===== src/rtl/load_store_queue.sv =====
// In-order load/store queue: allocates at dispatch, collects address/data from the
// calculator, issues head-only to dmem with one access outstanding, and broadcasts on the CDB.
// Optional LSQ_LOAD_FASTPATH_EN: a head load issues in the same cycle as its calc write.
module load_store_queue #(
    parameter int DEPTH     = 8,
    parameter int ROB_IDX_W = 5,
    parameter int PREG_W    = 6
) (
    input  logic                     clk,
    input  logic                     rst,
    input  logic                     alloc_valid,
    input  logic                     alloc_is_store,
    input  logic [2:0]               alloc_funct3,
    input  logic [ROB_IDX_W-1:0]     alloc_rob_id,
    input  logic [PREG_W-1:0]        alloc_pd,
    output logic                     alloc_ready,
    output logic [$clog2(DEPTH)-1:0] alloc_lsq_id,
    input  logic                     calc_valid,
    input  logic [$clog2(DEPTH)-1:0] calc_lsq_id,
    input  logic [31:0]              calc_addr,
    input  logic [3:0]               calc_mask,
    input  logic [31:0]              calc_wdata,
    input  logic [ROB_IDX_W-1:0]     rob_head_id,
    output logic [31:0]              dmem_addr,
    output logic [3:0]               dmem_rmask,
    output logic [3:0]               dmem_wmask,
    output logic [31:0]              dmem_wdata,
    input  logic [31:0]              dmem_rdata,
    input  logic                     dmem_resp,
    output logic                     cdb_valid,
    output logic [ROB_IDX_W-1:0]     cdb_rob_id,
    output logic [PREG_W-1:0]        cdb_pd,
    output logic [31:0]              cdb_data
);

    localparam int IDX_W = $clog2(DEPTH);
    localparam logic [IDX_W:0] PTR_ONE = {{IDX_W{1'b0}}, 1'b1};

    typedef enum logic {IDLE, MEM_WAIT} state_t;

    state_t               state_q, state_d;
    logic [IDX_W:0]       head_q, head_d, tail_q, tail_d;
    logic [IDX_W-1:0]     head_idx, tail_idx;
    logic [DEPTH-1:0]     valid_q, valid_d, is_store_q, is_store_d, addr_valid_q, addr_valid_d;
    logic [2:0]           funct3_q [DEPTH];
    logic [2:0]           funct3_d [DEPTH];
    logic [ROB_IDX_W-1:0] rob_id_q [DEPTH];
    logic [ROB_IDX_W-1:0] rob_id_d [DEPTH];
    logic [PREG_W-1:0]    pd_q     [DEPTH];
    logic [PREG_W-1:0]    pd_d     [DEPTH];
    logic [31:0]          addr_q   [DEPTH];
    logic [31:0]          addr_d   [DEPTH];
    logic [3:0]           mask_q   [DEPTH];
    logic [3:0]           mask_d   [DEPTH];
    logic [31:0]          wdata_q  [DEPTH];
    logic [31:0]          wdata_d  [DEPTH];

    logic                 cdb_valid_q, cdb_valid_d;
    logic [ROB_IDX_W-1:0] cdb_rob_id_q, cdb_rob_id_d;
    logic [PREG_W-1:0]    cdb_pd_q, cdb_pd_d;
    logic [31:0]          cdb_data_q, cdb_data_d;

    logic        full, head_ready, fast_hit, issue;
    logic [31:0] issue_addr;
    logic [3:0]  issue_mask;

    function automatic logic [31:0] load_extend(input logic [2:0] f3, input logic [1:0] off,
                                                input logic [31:0] rdata);
        logic [31:0] sh;
        sh = rdata >> {off, 3'b000};
        case (f3)
            3'b000:  return {{24{sh[7]}}, sh[7:0]};
            3'b001:  return {{16{sh[15]}}, sh[15:0]};
            3'b100:  return {24'h0, sh[7:0]};
            3'b101:  return {16'h0, sh[15:0]};
            default: return sh;
        endcase
    endfunction

    assign head_idx = head_q[IDX_W-1:0];
    assign tail_idx = tail_q[IDX_W-1:0];
    assign full     = (head_idx == tail_idx) && (head_q[IDX_W] != tail_q[IDX_W]);

    // Stores wait for the ROB head so they never write speculatively.
    assign head_ready = valid_q[head_idx] && addr_valid_q[head_idx] &&
                        (!is_store_q[head_idx] || (rob_id_q[head_idx] == rob_head_id));

`ifdef LSQ_LOAD_FASTPATH_EN
    assign fast_hit = valid_q[head_idx] && !is_store_q[head_idx] && !addr_valid_q[head_idx] &&
                      calc_valid && (calc_lsq_id == head_idx);
`else
    assign fast_hit = 1'b0;
`endif

    always_comb begin
        // NOTE: every _d gets its hold value first so no path leaves it unassigned (no latches).
        state_d      = state_q;
        head_d       = head_q;
        tail_d       = tail_q;
        valid_d      = valid_q;
        is_store_d   = is_store_q;
        addr_valid_d = addr_valid_q;
        funct3_d     = funct3_q;
        rob_id_d     = rob_id_q;
        pd_d         = pd_q;
        addr_d       = addr_q;
        mask_d       = mask_q;
        wdata_d      = wdata_q;
        cdb_valid_d  = 1'b0;
        cdb_rob_id_d = cdb_rob_id_q;
        cdb_pd_d     = cdb_pd_q;
        cdb_data_d   = cdb_data_q;
        issue        = 1'b0;
        issue_addr   = addr_q[head_idx];
        issue_mask   = mask_q[head_idx];

        if (alloc_valid && alloc_ready) begin
            valid_d[tail_idx]      = 1'b1;
            is_store_d[tail_idx]   = alloc_is_store;
            addr_valid_d[tail_idx] = 1'b0;
            funct3_d[tail_idx]     = alloc_funct3;
            rob_id_d[tail_idx]     = alloc_rob_id;
            pd_d[tail_idx]         = alloc_pd;
            tail_d                 = tail_q + PTR_ONE;
        end

        if (calc_valid) begin
            addr_valid_d[calc_lsq_id] = 1'b1;
            addr_d[calc_lsq_id]       = calc_addr;
            mask_d[calc_lsq_id]       = calc_mask;
            wdata_d[calc_lsq_id]      = calc_wdata;
        end

        case (state_q)
            IDLE: begin
                if (!rst && (head_ready || fast_hit)) begin
                    issue   = 1'b1;
                    state_d = MEM_WAIT;
                    if (fast_hit) begin
                        issue_addr = calc_addr;
                        issue_mask = calc_mask;
                    end
                end
            end
            MEM_WAIT: begin
                if (dmem_resp) begin
                    valid_d[head_idx] = 1'b0;
                    head_d            = head_q + PTR_ONE;
                    state_d           = IDLE;
                    cdb_valid_d       = 1'b1;
                    cdb_rob_id_d      = rob_id_q[head_idx];
                    cdb_pd_d          = is_store_q[head_idx] ? '0 : pd_q[head_idx];
                    cdb_data_d        = is_store_q[head_idx] ? 32'h0 :
                                        load_extend(funct3_q[head_idx], addr_q[head_idx][1:0],
                                                    dmem_rdata);
                end
            end
        endcase
    end

    assign alloc_ready  = !full && !rst;
    assign alloc_lsq_id = tail_idx;
    assign dmem_addr    = issue_addr & 32'hFFFF_FFFC;
    assign dmem_rmask   = (issue && !is_store_q[head_idx]) ? issue_mask : 4'b0000;
    assign dmem_wmask   = (issue &&  is_store_q[head_idx]) ? issue_mask : 4'b0000;
    assign dmem_wdata   = wdata_q[head_idx];
    assign cdb_valid    = cdb_valid_q && !rst;
    assign cdb_rob_id   = cdb_rob_id_q;
    assign cdb_pd       = cdb_pd_q;
    assign cdb_data     = cdb_data_q;

    // NOTE: sequential state is written with <= only.
    always_ff @(posedge clk) begin
        if (rst) begin
            state_q      <= IDLE;
            head_q       <= '0;
            tail_q       <= '0;
            valid_q      <= '0;
            addr_valid_q <= '0;
            cdb_valid_q  <= 1'b0;
        end else begin
            state_q      <= state_d;
            head_q       <= head_d;
            tail_q       <= tail_d;
            valid_q      <= valid_d;
            addr_valid_q <= addr_valid_d;
            cdb_valid_q  <= cdb_valid_d;
        end
    end

    // NOTE: entry payload and CDB payload are not reset; valid/addr_valid/cdb_valid qualify them.
    always_ff @(posedge clk) begin
        is_store_q   <= is_store_d;
        funct3_q     <= funct3_d;
        rob_id_q     <= rob_id_d;
        pd_q         <= pd_d;
        addr_q       <= addr_d;
        mask_q       <= mask_d;
        wdata_q      <= wdata_d;
        cdb_rob_id_q <= cdb_rob_id_d;
        cdb_pd_q     <= cdb_pd_d;
        cdb_data_q   <= cdb_data_d;
    end

    calc_targets_valid_entry: assert property (@(posedge clk) disable iff (rst)
        calc_valid |-> valid_q[calc_lsq_id]);

endmodule


===== config.mk =====
export PLATFORM = sky130hd
export DESIGN_NAME = load_store_queue
export DESIGN_NICKNAME = d
export VERILOG_FILES = /design/src/rtl/load_store_queue.sv
export SDC_FILE = /design/constraint.sdc
export NUM_CORES = 1
export LEC_CHECK = 0
export ABC_AREA = 1
export ABC_CLOCK_PERIOD_IN_PS = 4600
export CORE_MARGIN = 4
export CORE_UTILIZATION = 45
export DETAILED_ROUTE_END_ITERATION = 8
export HOLD_SLACK_MARGIN = 0.08
export PLACE_DENSITY = 0.63
export SYNTH_ARGS = -nofsm -noshare
export SYNTH_HDL_FRONTEND = slang
export SYNTH_SLANG_ARGS = --single-unit
export TNS_END_PERCENT = 30

===== constraint.sdc =====
create_clock -name clk -period 4.6 [get_ports clk]
set_input_delay 0.46 -clock clk [delete_from_list [all_inputs] [get_ports clk]]
set_output_delay 0.46 -clock clk [all_outputs]
set_load 0.02 [all_outputs]

[Word level (Yosys, flattened, before mapping)]
Cells that the tools add are included.
Word-level totals
  bits in writable memories: 0
  output and inout port bits: 120
  input port bits: 128
  flip-flop bits (word level): 733
  bits in latches: 0
  memories: 0
  ROM bits: 0
Cells by class
  reductions and logical operators: 21
  order comparisons: 11
  bitwise operators: 10
  mux-type cells: 60
  multipliers: 0
  div/mod/pow operators: 0
  equal/unequal tests: 6
  shift operators: 1
  add/subtract/negate cells: 2
Operator list (count)
  bitwise mux 256 bit: 2
  binary-select mux 32 bit (select 3 bit): 2
  two-way mux 32 bit: 5
  one-hot mux 32 bit (4 select lines): 1
  demux 32 bit (select 3 bit): 1
  bitwise mux 48 bit: 1
  bitwise mux 40 bit: 1
  two-way mux 8 bit: 5
  bitwise mux 32 bit: 1
  >> shifter 32 x 5 -> 32 bit: 1
  bitwise mux 24 bit: 1
  two-way mux 4 bit: 5
  binary-select mux 6 bit (select 3 bit): 1
  demux 6 bit (select 3 bit): 1
  two-way mux 6 bit: 3
  AND 8 bit: 2
  inverter 8 bit: 2
  bitwise OR 8 bit: 2
  binary-select mux 5 bit (select 3 bit): 1
  demux 5 bit (select 3 bit): 1
  two-way mux 5 bit: 3
  logical AND 1 bit: 14
  binary-select mux 4 bit (select 3 bit): 1
  demux 4 bit (select 3 bit): 1
  other kinds (25): 53

[Depth between registers and ports, before layout]
  depth in word-level cells: 12
  mapped depth: 16
  gate-level depth less buffers: 12

[Worst setup path before layout]
No wires, ideal clock.
  path type: input port to flip-flop
  start point: input port calc_lsq_id[1]
  end point: register addr_q[128] (netlist name) (enable)
  data arrival time: 3.513 ns
  data required time: 4.103 ns
  path slack: 0.590 ns
  stages: 4
  cell sequence: inv_1 nor2_1 inv_1 nor2_1
RTL lines
  start, declared: RTL line 19  | input logic [$clog2(DEPTH)-1:0] calc_lsq_id,
  end signal, assigned: RTL line 197  | addr_q <= addr_d;
  end, declared: RTL line 51  | logic [31:0] addr_q [DEPTH];

[Worst setup path in the final report]
  start point: register head_q[0]
  end point: output port dmem_wmask[0]
Between the ends
  word-level cells in the longest chain between the ends: 12
  elaborated cells between the ends (all ways): 23
  those cells by class: eq/ne: 1; mux: 15; bitwise: 1; reduce/logical: 6
RTL lines
  start, declared: RTL line 42  | logic [IDX_W:0] head_q, head_d, tail_q, tail_d;
  start signal, assigned: RTL line 176  | head_q <= '0;
  start signal, assigned: RTL line 183  | head_q <= head_d;
  inverter 3 -> 4 bit (not written as such): RTL line 86, 115
  binary-select mux 5 bit (select 3 bit): RTL line 86  | (!is_store_q[head_idx] || (rob_id_q[head_idx] == rob_head_id));
  two-way mux 5 bit (not written as such) (2 in a row): RTL line 86
  == test 5 bit: RTL line 86
  logical OR 1 bit: RTL line 86
  logical AND 1 bit: RTL line 85  | assign head_ready = valid_q[head_idx] && addr_valid_q[head_idx] &&
  logical AND 1 bit: RTL line 136  | if (!rst && (head_ready || fast_hit)) begin
  two-way mux 1 bit: RTL line 136
  two-way mux 1 bit: RTL line 134  | case (state_q)
  logical AND 1 bit: RTL line 165  | assign dmem_wmask = (issue && is_store_q[head_idx]) ? issue_mask : 4'b0000;
  two-way mux 4 bit (*): RTL line 165
  end, declared: RTL line 26  | output logic [3:0] dmem_wmask,
Every way passes the cells marked *; elsewhere a longest branch is shown, timed or not. The select of a mux whose other input is x is not followed.

==> impl_metrics.tcl <==
set metrics [dict create \
    synth-compound-area-share_pct 11.80 \
    yosys.area_share.simple_pct 9.177 \
    cp-start-kind "register" \
    die_w_um 263.1 \
    setup_violations 0 \
    wl_um 70970 \
    firstDrtPassIters 7 \
    ctsRootBufferMaster "clkbuf_16" \
    ys.warnings.count 0 \
    post-dp-hpwl_um 39780 \
    avgViaCountPerCell 5.390 \
    post-cts-setup-buffer-count 0 \
    crit_required_ns 4.14 \
    synth_fa_ha_area_share_pct 0.08548 \
    crit_path_max_fanout 71 \
    fin_skew_ns 0.01536 \
    holdBufCountCts 0 \
    place_congestion 0.8696 \
    hold_viol_final 0 \
    grt_overflow_total 0 \
    first_iter_violations 1696 \
    numCtsBuffers 76 \
    final_max_slew_viol_count 0 \
    clockBufferDepth 3 \
    fin_crit_sh_pct 89.34 \
    grtUsageTotal_pct 20.05 \
    tightest_slew_ns 1.125 \
    rsz0062_at_grt "no" \
    synth_mux_area_share_pct 0 \
    avgSynthCellArea_um2 13.01 \
    die_h_um 263.1 \
    grt_most_used_layer "met2" \
    die_area_um2 69200 \
    power_density_nw_per_um2 397.5 \
    num_io_pins 248 \
    area_growth_pct 19.18 \
    cpLargestDelayFamily "buffers and inverters" \
    met3_usage_pct 4.935 \
    grt_pass1_vias 17920 \
    synth_top_family_by_area "compound AO/OA/AOI/OAI gates" \
    path_cells "inv_8, o21ai_0, o21ai_0, nor2_4, inv_2, nand4_1, nor2_1, clkdlybuf4s50_1" \
    antenna_left 0 \
    cp_slowest_stage_delay_ns 0.66 \
    slew_headroom_pct 24.99 \
    hp-class "reg -> reg" \
    layout-drive-gt1-share_pct 6.582 \
    grt_pass1_wl_um 108300 \
    arrival_ns 3.65 \
    synthXorXnorAreaFrac_pct 0.1496 \
    ctsResizeCount 0 \
    wire_per_inst_um 21.00 \
    finalPower_uw 13870 \
    irDropWorstVdd_uv 293.7 \
    nNetsFinal 2597 \
    grtUsageMet2_pct 32.53 \
    netlist_area_um2 29270 \
    async_flop_share_pct 0 \
    ys.flop_type "edfxtp_1" \
    clk_latency_ns 0.60 \
    antenna_found_initial 10 \
    ys_ff_latch 733 \
    cts_tree "done" \
    ctsHtreeMaxLevel 3 \
    clock_sinks 733 \
    min_period_ns 4.110 \
    num_rows 93 \
    met1_usage_pct 27.12 \
    synth_cell_types 39 \
    p_leak_uw 0.01194 \
    crit_buf_inv 3 \
    start_util_pct 45.41 \
    drc 0 \
    cts.clk_slew.worst_paths_ns 0.06 \
    n_fill_cell 5343 \
    netlist_instances 2250 \
    status "finished, final reports clean" \
    tns_ns 0 \
    crit_type "reg -> out" \
    regToRegSetupSlack_ns 0.89 \
    final_util_pct 54.12 \
    path_common_cell "o21ai_0" \
    core_area_um2 64460 \
    yosysSeqAreaShare_pct 74.30 \
    vias 18220 \
    endpoint_kind "primary output" \
    io_buffers 245 \
    cap_violations 0 \
    grt_max_degree 139 \
    synth_edf_count 707 \
    cp_slowest_cell "dfxtp_4" \
    fmax_ghz 0.2433 \
]
## registers in the layout, summed over array words and instances, names as in the netlist
| name | cells |
|---|---|
| addr_q | 256 |
| wdata_q | 256 |
| pd_q | 48 |
| rob_id_q | 40 |
| cdb_data | 32 |
| mask_q | 32 |
| funct3_q | 24 |
| addr_valid_q | 8 |
| is_store_q | 8 |
| valid_q | 8 |
| cdb_pd | 6 |
| cdb_rob_id | 5 |
| head_q | 4 |
| tail_q | 4 |
| cdb_valid_q | 1 |
| state_q | 1 |
## metal layers
metal	wire length, um	part of all wire, %	vias up
li1	-	-	8560
met1	30620	43	8991
met2	33770	48	539
met3	4876	6.9	116
met4	1628	2.3	12
met5	76	0.11	-
## through the flow
step                setup slack, ns  instances  instance area [um2]  hold slack [ns]
floorplan                    0.5897       2251                29280           0.4307
global placement              1.086       3244                32550           0.4421
detailed placement           0.9514       3244                32550           0.4444
CTS                          0.4427       3377                34880           0.4533
global route                 0.1862       3378                34880           0.4823
finish                       0.4902       3380                34890           0.4523
## report_power, final
group | internal (uW) | total (uW) | switching [uW] | leakage (uW)
registers | 7500 | 7540 | 40.5 | 0.00663
clock network | 3370 | 5810 | 2430 | 0.00114
logic | 201 | 517 | 316 | 0.00418
## Yosys cell counts, types with 2 or more instances
| library cell | instances | area share, % |
|---|---|---|
| inv_1 | 160 | 2.1 |
| o21a_1 | 136 | 3.5 |
| nand2_2 | 2 | 0.043 |
| clkbuf_1 | 63 | 0.81 |
| dfxtp_1 | 26 | 1.8 |
| a21oi_1 | 35 | 0.60 |
| nand3_2 | 2 | 0.068 |
| o22ai_1 | 12 | 0.26 |
| buf_4 | 12 | 0.31 |
| edfxtp_1 | 707 | 73 |
| nand2_1 | 214 | 2.7 |
| buf_2 | 41 | 0.70 |
| buf_1 | 11 | 0.14 |
| nor2_4 | 3 | 0.12 |
| nand4_1 | 5 | 0.11 |
| nand3_1 | 113 | 1.9 |
| or2_2 | 7 | 0.15 |
| buf_6 | 10 | 0.38 |
| inv_2 | 6 | 0.077 |
| a31oi_1 | 8 | 0.17 |
| o211ai_1 | 9 | 0.23 |
| nor2_2 | 5 | 0.11 |
| or2_1 | 3 | 0.064 |
| o21ai_0 | 300 | 5.1 |
| nor3_1 | 2 | 0.034 |
| nor2_1 | 280 | 3.6 |
| xnor2_1 | 3 | 0.090 |
| xor2_1 | 2 | 0.060 |
| o2111ai_1 | 61 | 1.8 |
| nand3_4 | 2 | 0.12 |
| ha_1 | 2 | 0.085 |
## layout make-up
type,instances,area [um2],share of cell area [%]
multi-input cells,1215,6287,18.02
inverters,166,630.6,1.808
well taps,855,1070,3.066
clock buffers,92,2004,5.745
diodes,3,7.507,0.02152
repair buffers,275,2803,8.034
flip-flops and latches,733,21750,62.36
clock inverters,41,330.3,0.9468
## path summary, 6_finish.rpt
kind / startpoint / end / cells after the start
setup / recovery: head_q[0] / dmem_wmask[0] / 8
hold / removal: valid_q[2] / valid_q[2] / 2
setup reg to reg: head_q[0] / cdb_data[19] / 11
hold reg to reg: valid_q[2] / valid_q[2] / 2
## worst min-delay path, cell delays in order (launching register included)
cell and delay, ns:
dfxtp_1 0.30, inv_1 0.06, a21oi_1 0.06
## cells in the final DEF (no fill, tap or decap), types with 6 or more instances in the layout
cell	instances
clkinv_2	7
o2111ai_1	61
a21oi_1	35
o21ai_0	300
nor2_1	272
nor2_4	13
nand2_1	214
buf_12	10
o211ai_1	9
clkinv_1	23
inv_2	6
or2_2	7
clkdlybuf4s50_1	245
dfxtp_1	25
nand3_1	113
o21a_1	136
clkbuf_16	78
clkbuf_1	14
a31oi_1	8
inv_1	159
edfxtp_1	707
o22ai_1	12
buf_4	20
## cell families (layout without fill, tap and decap cells)
kind of cell	after synthesis	in the layout
AO/OA/AOI/OAI	565	565
XOR/XNOR	5	5
adder cells (fa/ha/maj)	2	2
buffers and inverters	303	574
flip-flops	733	733
other	1	5
AND/OR/NAND/NOR	641	641
Note: power is estimated with default switching activity, not from simulation.
